**src/rtl/cla_pkg.sv**
```systemverilog
// Shared constants for the 4-bit carry-lookahead adder slice.
package cla_pkg;
    localparam int CLA_W = 4;
endpackage

```
**src/rtl/cla_4bit_if.sv**
```systemverilog
// Operand/result bundle for cla_4bit: operands in, combinational and registered results out.
interface cla_4bit_if
    import cla_pkg::*;
();
    logic [CLA_W-1:0] a;
    logic [CLA_W-1:0] b;
    logic             cin;
    logic [CLA_W-1:0] sum;
    logic             cout;
    logic             pg;
    logic             gg;
    logic [CLA_W-1:0] sum_q;
    logic             cout_q;
    logic             ovf_q;

    modport master (
        output a, b, cin,
        input  sum, cout, pg, gg, sum_q, cout_q, ovf_q
    );

    modport slave (
        input  a, b, cin,
        output sum, cout, pg, gg, sum_q, cout_q, ovf_q
    );
endinterface

```
**src/rtl/cla_pg_cell.sv**
```systemverilog
// Single-bit generate/propagate cell feeding the lookahead network.
module cla_pg_cell (
    input  logic a,
    input  logic b,
    output logic g,
    output logic p
);
    assign g = a & b;
    assign p = a ^ b;
endmodule

```
**src/rtl/cla_4bit.sv**
```systemverilog
// 4-bit carry-lookahead adder with flattened carries, group P/G for cascading,
// and a one-cycle registered sum/carry/overflow stage.
module cla_4bit
    import cla_pkg::*;
(
    input  logic       clk,
    input  logic       rst,
    cla_4bit_if.slave  bus
);
    logic [CLA_W-1:0] g;
    logic [CLA_W-1:0] p;
    logic [CLA_W:0]   c;

    logic [CLA_W-1:0] sum_q_reg;
    logic             cout_q_reg;
    logic             ovf_q_reg;

    generate
        for (genvar gi = 0; gi < CLA_W; gi++) begin : g_pg
            cla_pg_cell u_pg (
                .a (bus.a[gi]),
                .b (bus.b[gi]),
                .g (g[gi]),
                .p (p[gi])
            );
        end
    endgenerate

    // Every carry is a two-level sum of products of g/p and cin; no carry feeds another.
    assign c[0] = bus.cin;
    assign c[1] = g[0] | (p[0] & bus.cin);
    assign c[2] = g[1] | (p[1] & g[0]) | (p[1] & p[0] & bus.cin);
    assign c[3] = g[2] | (p[2] & g[1]) | (p[2] & p[1] & g[0])
                | (p[2] & p[1] & p[0] & bus.cin);
    assign c[4] = g[3] | (p[3] & g[2]) | (p[3] & p[2] & g[1])
                | (p[3] & p[2] & p[1] & g[0])
                | (p[3] & p[2] & p[1] & p[0] & bus.cin);

    assign bus.sum  = p ^ c[CLA_W-1:0];
    assign bus.cout = c[4];
    assign bus.pg   = &p;
    assign bus.gg   = g[3] | (p[3] & g[2]) | (p[3] & p[2] & g[1])
                    | (p[3] & p[2] & p[1] & g[0]);

    // Signed overflow is the carry into the sign bit disagreeing with the carry out of it.
    always_ff @(posedge clk or negedge rst) begin
        if (!rst) begin
            sum_q_reg  <= '0;
            cout_q_reg <= 1'b0;
            ovf_q_reg  <= 1'b0;
        end else begin
            sum_q_reg  <= bus.sum;
            cout_q_reg <= c[4];
            ovf_q_reg  <= c[4] ^ c[3];
        end
    end

    assign bus.sum_q  = sum_q_reg;
    assign bus.cout_q = cout_q_reg;
    assign bus.ovf_q  = ovf_q_reg;
endmodule

```
**src/flat_wrapper.sv**
```systemverilog
// flat-port wrapper written by rule: the top's interface ports become plain ports
module cla_4bit_flat import cla_pkg::*;
  (clk, rst, bus_a, bus_b, bus_cin, bus_sum, bus_cout, bus_pg, bus_gg, bus_sum_q, bus_cout_q, bus_ovf_q);
  cla_4bit_if bus_i ();
  input  logic clk;
  input  logic rst;
  input wire logic [$bits(bus_i.a)-1:0] bus_a;
  input wire logic [$bits(bus_i.b)-1:0] bus_b;
  input wire logic [$bits(bus_i.cin)-1:0] bus_cin;
  output wire logic [$bits(bus_i.sum)-1:0] bus_sum;
  output wire logic [$bits(bus_i.cout)-1:0] bus_cout;
  output wire logic [$bits(bus_i.pg)-1:0] bus_pg;
  output wire logic [$bits(bus_i.gg)-1:0] bus_gg;
  output wire logic [$bits(bus_i.sum_q)-1:0] bus_sum_q;
  output wire logic [$bits(bus_i.cout_q)-1:0] bus_cout_q;
  output wire logic [$bits(bus_i.ovf_q)-1:0] bus_ovf_q;
  assign bus_i.a = bus_a;
  assign bus_i.b = bus_b;
  assign bus_i.cin = bus_cin;
  assign bus_sum = bus_i.sum;
  assign bus_cout = bus_i.cout;
  assign bus_pg = bus_i.pg;
  assign bus_gg = bus_i.gg;
  assign bus_sum_q = bus_i.sum_q;
  assign bus_cout_q = bus_i.cout_q;
  assign bus_ovf_q = bus_i.ovf_q;
  cla_4bit u_core (.clk(clk), .rst(rst), .bus(bus_i));
endmodule
```
**config.mk**
```make
export PLATFORM = sky130hd
export DESIGN_NAME = cla_4bit_flat
export DESIGN_NICKNAME = d
export VERILOG_FILES = /design/src/rtl/cla_pkg.sv /design/src/rtl/cla_4bit_if.sv /design/src/rtl/cla_pg_cell.sv /design/src/rtl/cla_4bit.sv /design/src/flat_wrapper.sv
export SDC_FILE = /design/constraint.sdc
export NUM_CORES = 1
export LEC_CHECK = 0
export CAP_MARGIN = 40
export CORE_AREA = 5 5 42 44
export CTS_CLUSTER_SIZE = 28
export DETAILED_ROUTE_END_ITERATION = 8
export DIE_AREA = 0 0 47 49
export HOLD_SLACK_MARGIN = 0.15
export PLACE_DENSITY_LB_ADDON = 0.1
export REMOVE_ABC_BUFFERS = 1
export SLEW_MARGIN = 5
export SYNTH_ARGS = -nofsm -noshare
export SYNTH_HDL_FRONTEND = slang
export SYNTH_SLANG_ARGS = --single-unit
```
**constraint.sdc**
```tcl
create_clock -name clk -period 1.48 [get_ports clk]
set_input_delay 0.148 -clock clk [delete_from_list [all_inputs] [get_ports clk]]
set_output_delay 0.148 -clock clk [all_outputs]
set_load 0.03 [all_outputs]
```
# After elaboration in Yosys (flattened, before gate mapping)

Index checks and enable logic that the tools add are counted.

Bitwise operators: 36
Reductions and logical operators: 1

Operators with widths:

| cell                | number |
|---|---|
| bitwise AND 1 bit   | 20 |
| OR 1 bit            | 10 |
| XOR 1 bit           | 5 |
| AND reduction 4 bit | 1 |
| XOR 4 bit           | 1 |

Input bits: 11
Output and inout port bits: 13
Flip-flop bits (word level): 6
Logic and storage cells: 40

# Longest topological paths before layout

Depth after elaboration: 7
Depth in mapped cells: 4
Mapped depth without buffers: 4

# By module

Synthesis repeated with hierarchy kept, for this count alone.

Cells, all modules: 28
Area total of the unflattened synthesis: 335.3 um^2

Modules (own cells, without submodules):

| module      | area each (um^2) | cells an instance | seq. area each (um^2) | times used |
|---|---|---|---|---|
| cla_4bit    | 285.3            | 24                | 150.1                 | 1 |
| cla_pg_cell | 12.5             | 1                 | 0.0                   | 4 |

# Worst setup path before layout

OpenSTA, ideal clock, no wires.

Path kind: input port to flip-flop
Start: in bus_b[0]
End: reg u_core.sum_q_reg[3], in the netlist u_core.bus.sum_q[3]
Setup time: 0.184 ns
Cell stages on the path: 4
Data required time: 1.296 ns
Arrival: 1.405 ns
Path buffers: 0
Path slack: -0.110 ns
Path through: ha_1 -> a21o_1 -> a31o_2 -> xor2_1

Word-level cells in the longest chain between the ends: 5
Elaborated cells on any way between the ends: 8
Classes of those cells: 8 x bitwise

Ends and longest elaborated chain:

| element                                        | RTL line                           | RTL |
|---|---|---|
| start: declaration                             | flat_wrapper.sv:8                  | `input wire logic [$bits(bus_i.b)-1:0] bus_b;` |
| bitwise AND 1 bit or XOR 1 bit (tied branches) | cla_pg_cell.sv:8, cla_pg_cell.sv:9 |  |
| bitwise AND 1 bit (on tied branches)           | cla_4bit.sv:33, cla_4bit.sv:34     |  |
| OR 1 bit or bitwise AND 1 bit (tied branches)  | cla_4bit.sv:33, cla_4bit.sv:34     |  |
| OR 1 bit (*)                                   | cla_4bit.sv:34                     | `\| (p[2] & p[1] & p[0] & bus.cin);` |
| XOR 4 bit (*)                                  | cla_4bit.sv:39                     | `assign bus.sum = p ^ c[CLA_W-1:0];` |
| via bus_sum[3]                                 | flat_wrapper.sv:10                 | `output wire logic [$bits(bus_i.sum)-1:0] bus_sum;` |
| end signal: assignment                         | cla_4bit.sv:52                     | `sum_q_reg <= bus.sum;` |
| end: declaration                               | cla_4bit.sv:14                     | `logic [CLA_W-1:0] sum_q_reg;` |

The timed path passes the listed nets; every way through them passes the cells marked *.

# Worst setup path in the final report

Start: in bus_a[0]
End: out bus_sum[3]

Word-level cells in the longest chain between the ends: 5
Elaborated cells on any way between the ends: 8
Classes of those cells: 8 x bitwise

Ends and longest elaborated chain:

| element                                        | RTL line                           | RTL |
|---|---|---|
| start: declaration                             | flat_wrapper.sv:7                  | `input wire logic [$bits(bus_i.a)-1:0] bus_a;` |
| bitwise AND 1 bit or XOR 1 bit (tied branches) | cla_pg_cell.sv:8, cla_pg_cell.sv:9 |  |
| bitwise AND 1 bit (on tied branches)           | cla_4bit.sv:33, cla_4bit.sv:34     |  |
| OR 1 bit or bitwise AND 1 bit (tied branches)  | cla_4bit.sv:33, cla_4bit.sv:34     |  |
| OR 1 bit (*)                                   | cla_4bit.sv:34                     |  |
| XOR 4 bit (*)                                  | cla_4bit.sv:39                     |  |
| end: declaration                               | flat_wrapper.sv:10                 |  |

Every way passes the cells marked *; elsewhere a longest branch is shown, timed or not.

==> summary.txt <==
Run
  – Max Cap Violations: 0

Finish
  – Syn-to-layout area delta: 125%
  – Design area: 785 sq um
  – Share of cells above drive strength 1: between 50% and 60%
  – Util after Layout: 56.0%
  – Number of flip-flops in the largest register: 4
  – Most frequent cells in the layout: buf_4, clkdlybuf4s50_1, dfrtp_1
  – Final nets: between 80 and 90
  – Antenna fix cells: 0
  – Most common cell after layout, fill and taps aside: buf_4

GRT
  – Grt ovf: 0
  – Largest net degree at the start of global routing: 7
  – Total GRT Usage: between 10% and 20%
  – First-pass GRT wire length: roughly 1.7 mm
  – Initial antenna violation count: 0
  – Vias in the first global route: between 400 and 500

STA
  – Rel. slew slack: around 79%
  – Fmax: between 600 and 700 MHz
  – RSZ-0062 raised after global routing: yes
  – Fin crit period: around 1.4 ns
  – Part of the cycle the worst path needs: 97.1%
  – # setup viols final: 0
  – Final Hold Viols: 0
  – Slew @ Worst Pin: 0.311 ns
  – Slew Limit Fails: 0

Routing
  – WL/cell: roughly 13 um
  – Detailed Routing Iterations Pass 1: 3
  – Via count: around 380
  – DRT Wirelength: approximately 1.1 mm
  – DRC: 0
  – Antenna-violating nets left: 0
  – Drt initial violations: 1
  – Vias per cell: ~4.5

Power and ir drop
  – Leak: between 0.3 and 0.4 nW
  – Peak VDD IR: 0.000504 V
  – Power per cell area: ~1000 nW/um^2

Clock network
  – H-tree Lvls: 1
  – Hold-fix buffers, CTS: 0
  – CTS tree: yes
  – Reg clk slew, reported paths: ~0.05 ns
  – CTS Buf Count: 3
  – Clock sinks: 6
  – Root Driver: clkbuf_4
  – Clock buffer depth: 2

Synthesis
  – Mean post-synth cell area: 11.6 sq um
  – Sequential area share after synthesis: 43.0%
  – FF+latch count, synth: 6
  – Netlist cell types: 13
  – Synth warn: 0
  – Mapped Area: roughly 350 sq um
  – Synth Instances: 30

Die
  – Initial Util: 24.9%
  – Die W: around 47 um
  – Core area: around 1400 sq um
  – Die Y: 49 um
  – Ports: 24
  – Row count: 14
  – Die Area: 2300 sq um

Worst setup path
  – Worst Path Required: 1.33 ns
  – Worst setup path category: in -> out
  – Worst Path Max Fanout: 2
  – Crit path DAT: around 1.3 ns
  – Crit path capture type: output port
  – Startpoint Class: input pin

Placed design
  – Area post-placement: about 650 sq um
  – RePlAce Congestion: roughly 0.86
  – DP Wirelength: 817 um
  – I/O Buffers: 23

Status
  – Status: finished clean

Worst hold path
  – Hold WC Path Type: in -> async
[stage by stage]
stage          cells  hold slack, ns  power [mW]  setup slack [ns]  setup TNS (ns)
6_report          84           0.152       0.809            0.0429               0
5_1_grt           84           0.174       0.856           -0.0117         -0.0117
4_1_cts           84           0.151       0.813           0.00112               0
3_5_place_dp      78           0.407       0.603            -0.410           -2.38
3_3_place_gp      78           0.393       0.597            -0.360           -1.95
2_1_floorplan     30          -0.148       0.409            -0.110          -0.183
[final timing paths]
| kind | slack (ns) | end | start | cells after the start |
|---|---|---|---|---|
| setup / recovery | 0.04 | bus_sum[3] | bus_a[0] | 6 |
| hold / removal | 0.15 | u_core.bus.sum_q[0]$_DFF_PN0_ | rst | 1 |
| min in group clk | 0.39 | u_core.bus.sum_q[0]$_DFF_PN0_ | bus_a[0] | 4 |
| max in group asynchronous | 1.11 | u_core.bus.sum_q[3]$_DFF_PN0_ | rst | 1 |
[where the power goes]
group          total (mW)  switching, mW  internal, mW
logic               0.462          0.240         0.222
clock network       0.144         0.0528        0.0913
registers           0.202        0.00733         0.195
total               0.809          0.300         0.508
[synthesized netlist by cell type, drive strengths merged]
cell type,count,area (sq um)
dfrtp,6,150
inv,5,18.8
ha,4,50.1
a21oi,3,15.0
a21o,2,15.0
xnor2,2,17.5
xor2,2,17.5
a31o,1,8.76
fa,1,20.0
nand2,1,3.75
nand4,1,12.5
o21ai,1,5.00
o221ai,1,15.0
[per-layer routing]
metal / vias up / part of all wire [%] / track usage, %
met4: 0 / 3.4 / 5.99
li1: 181 / - / -
met2: 19 / 56 / 19.2
met3: 4 / 8.7 / 2.95
met5: - / 0 / 0
met1: 173 / 32 / 8.95
[logic make-up after synthesis]
logic type | share of synthesized area (%)
AND/OR/NAND/NOR | 4.66
XOR/XNOR | 10.0
flip-flops | 43.0
buffers and inverters | 5.38
adder cells (fa/ha/maj) | 20.1
AO/OA/AOI/OAI | 16.8
[area by class of cell]
type | count | area (sq um)
tap | 16 | 20.0
inverter | 5 | 18.8
fill | 124 | 617
clock buffer | 3 | 22.5
sequential | 6 | 150
timing repair buffer | 35 | 305
multi-input combinational | 19 | 268
[worst max-delay path: stages]
cell    delay (ns)
buf_2         0.12
ha_4          0.24
a21o_1        0.21
a31o_4        0.26
xor2_2        0.15
buf_6         0.15
[repair_timing]
action,CTS,global route
pin swaps,11,5
endpoints found under the setup margin,8,3
buffers inserted,3,0
gates resized for setup,34,4
(Power assumes the default switching activity.)
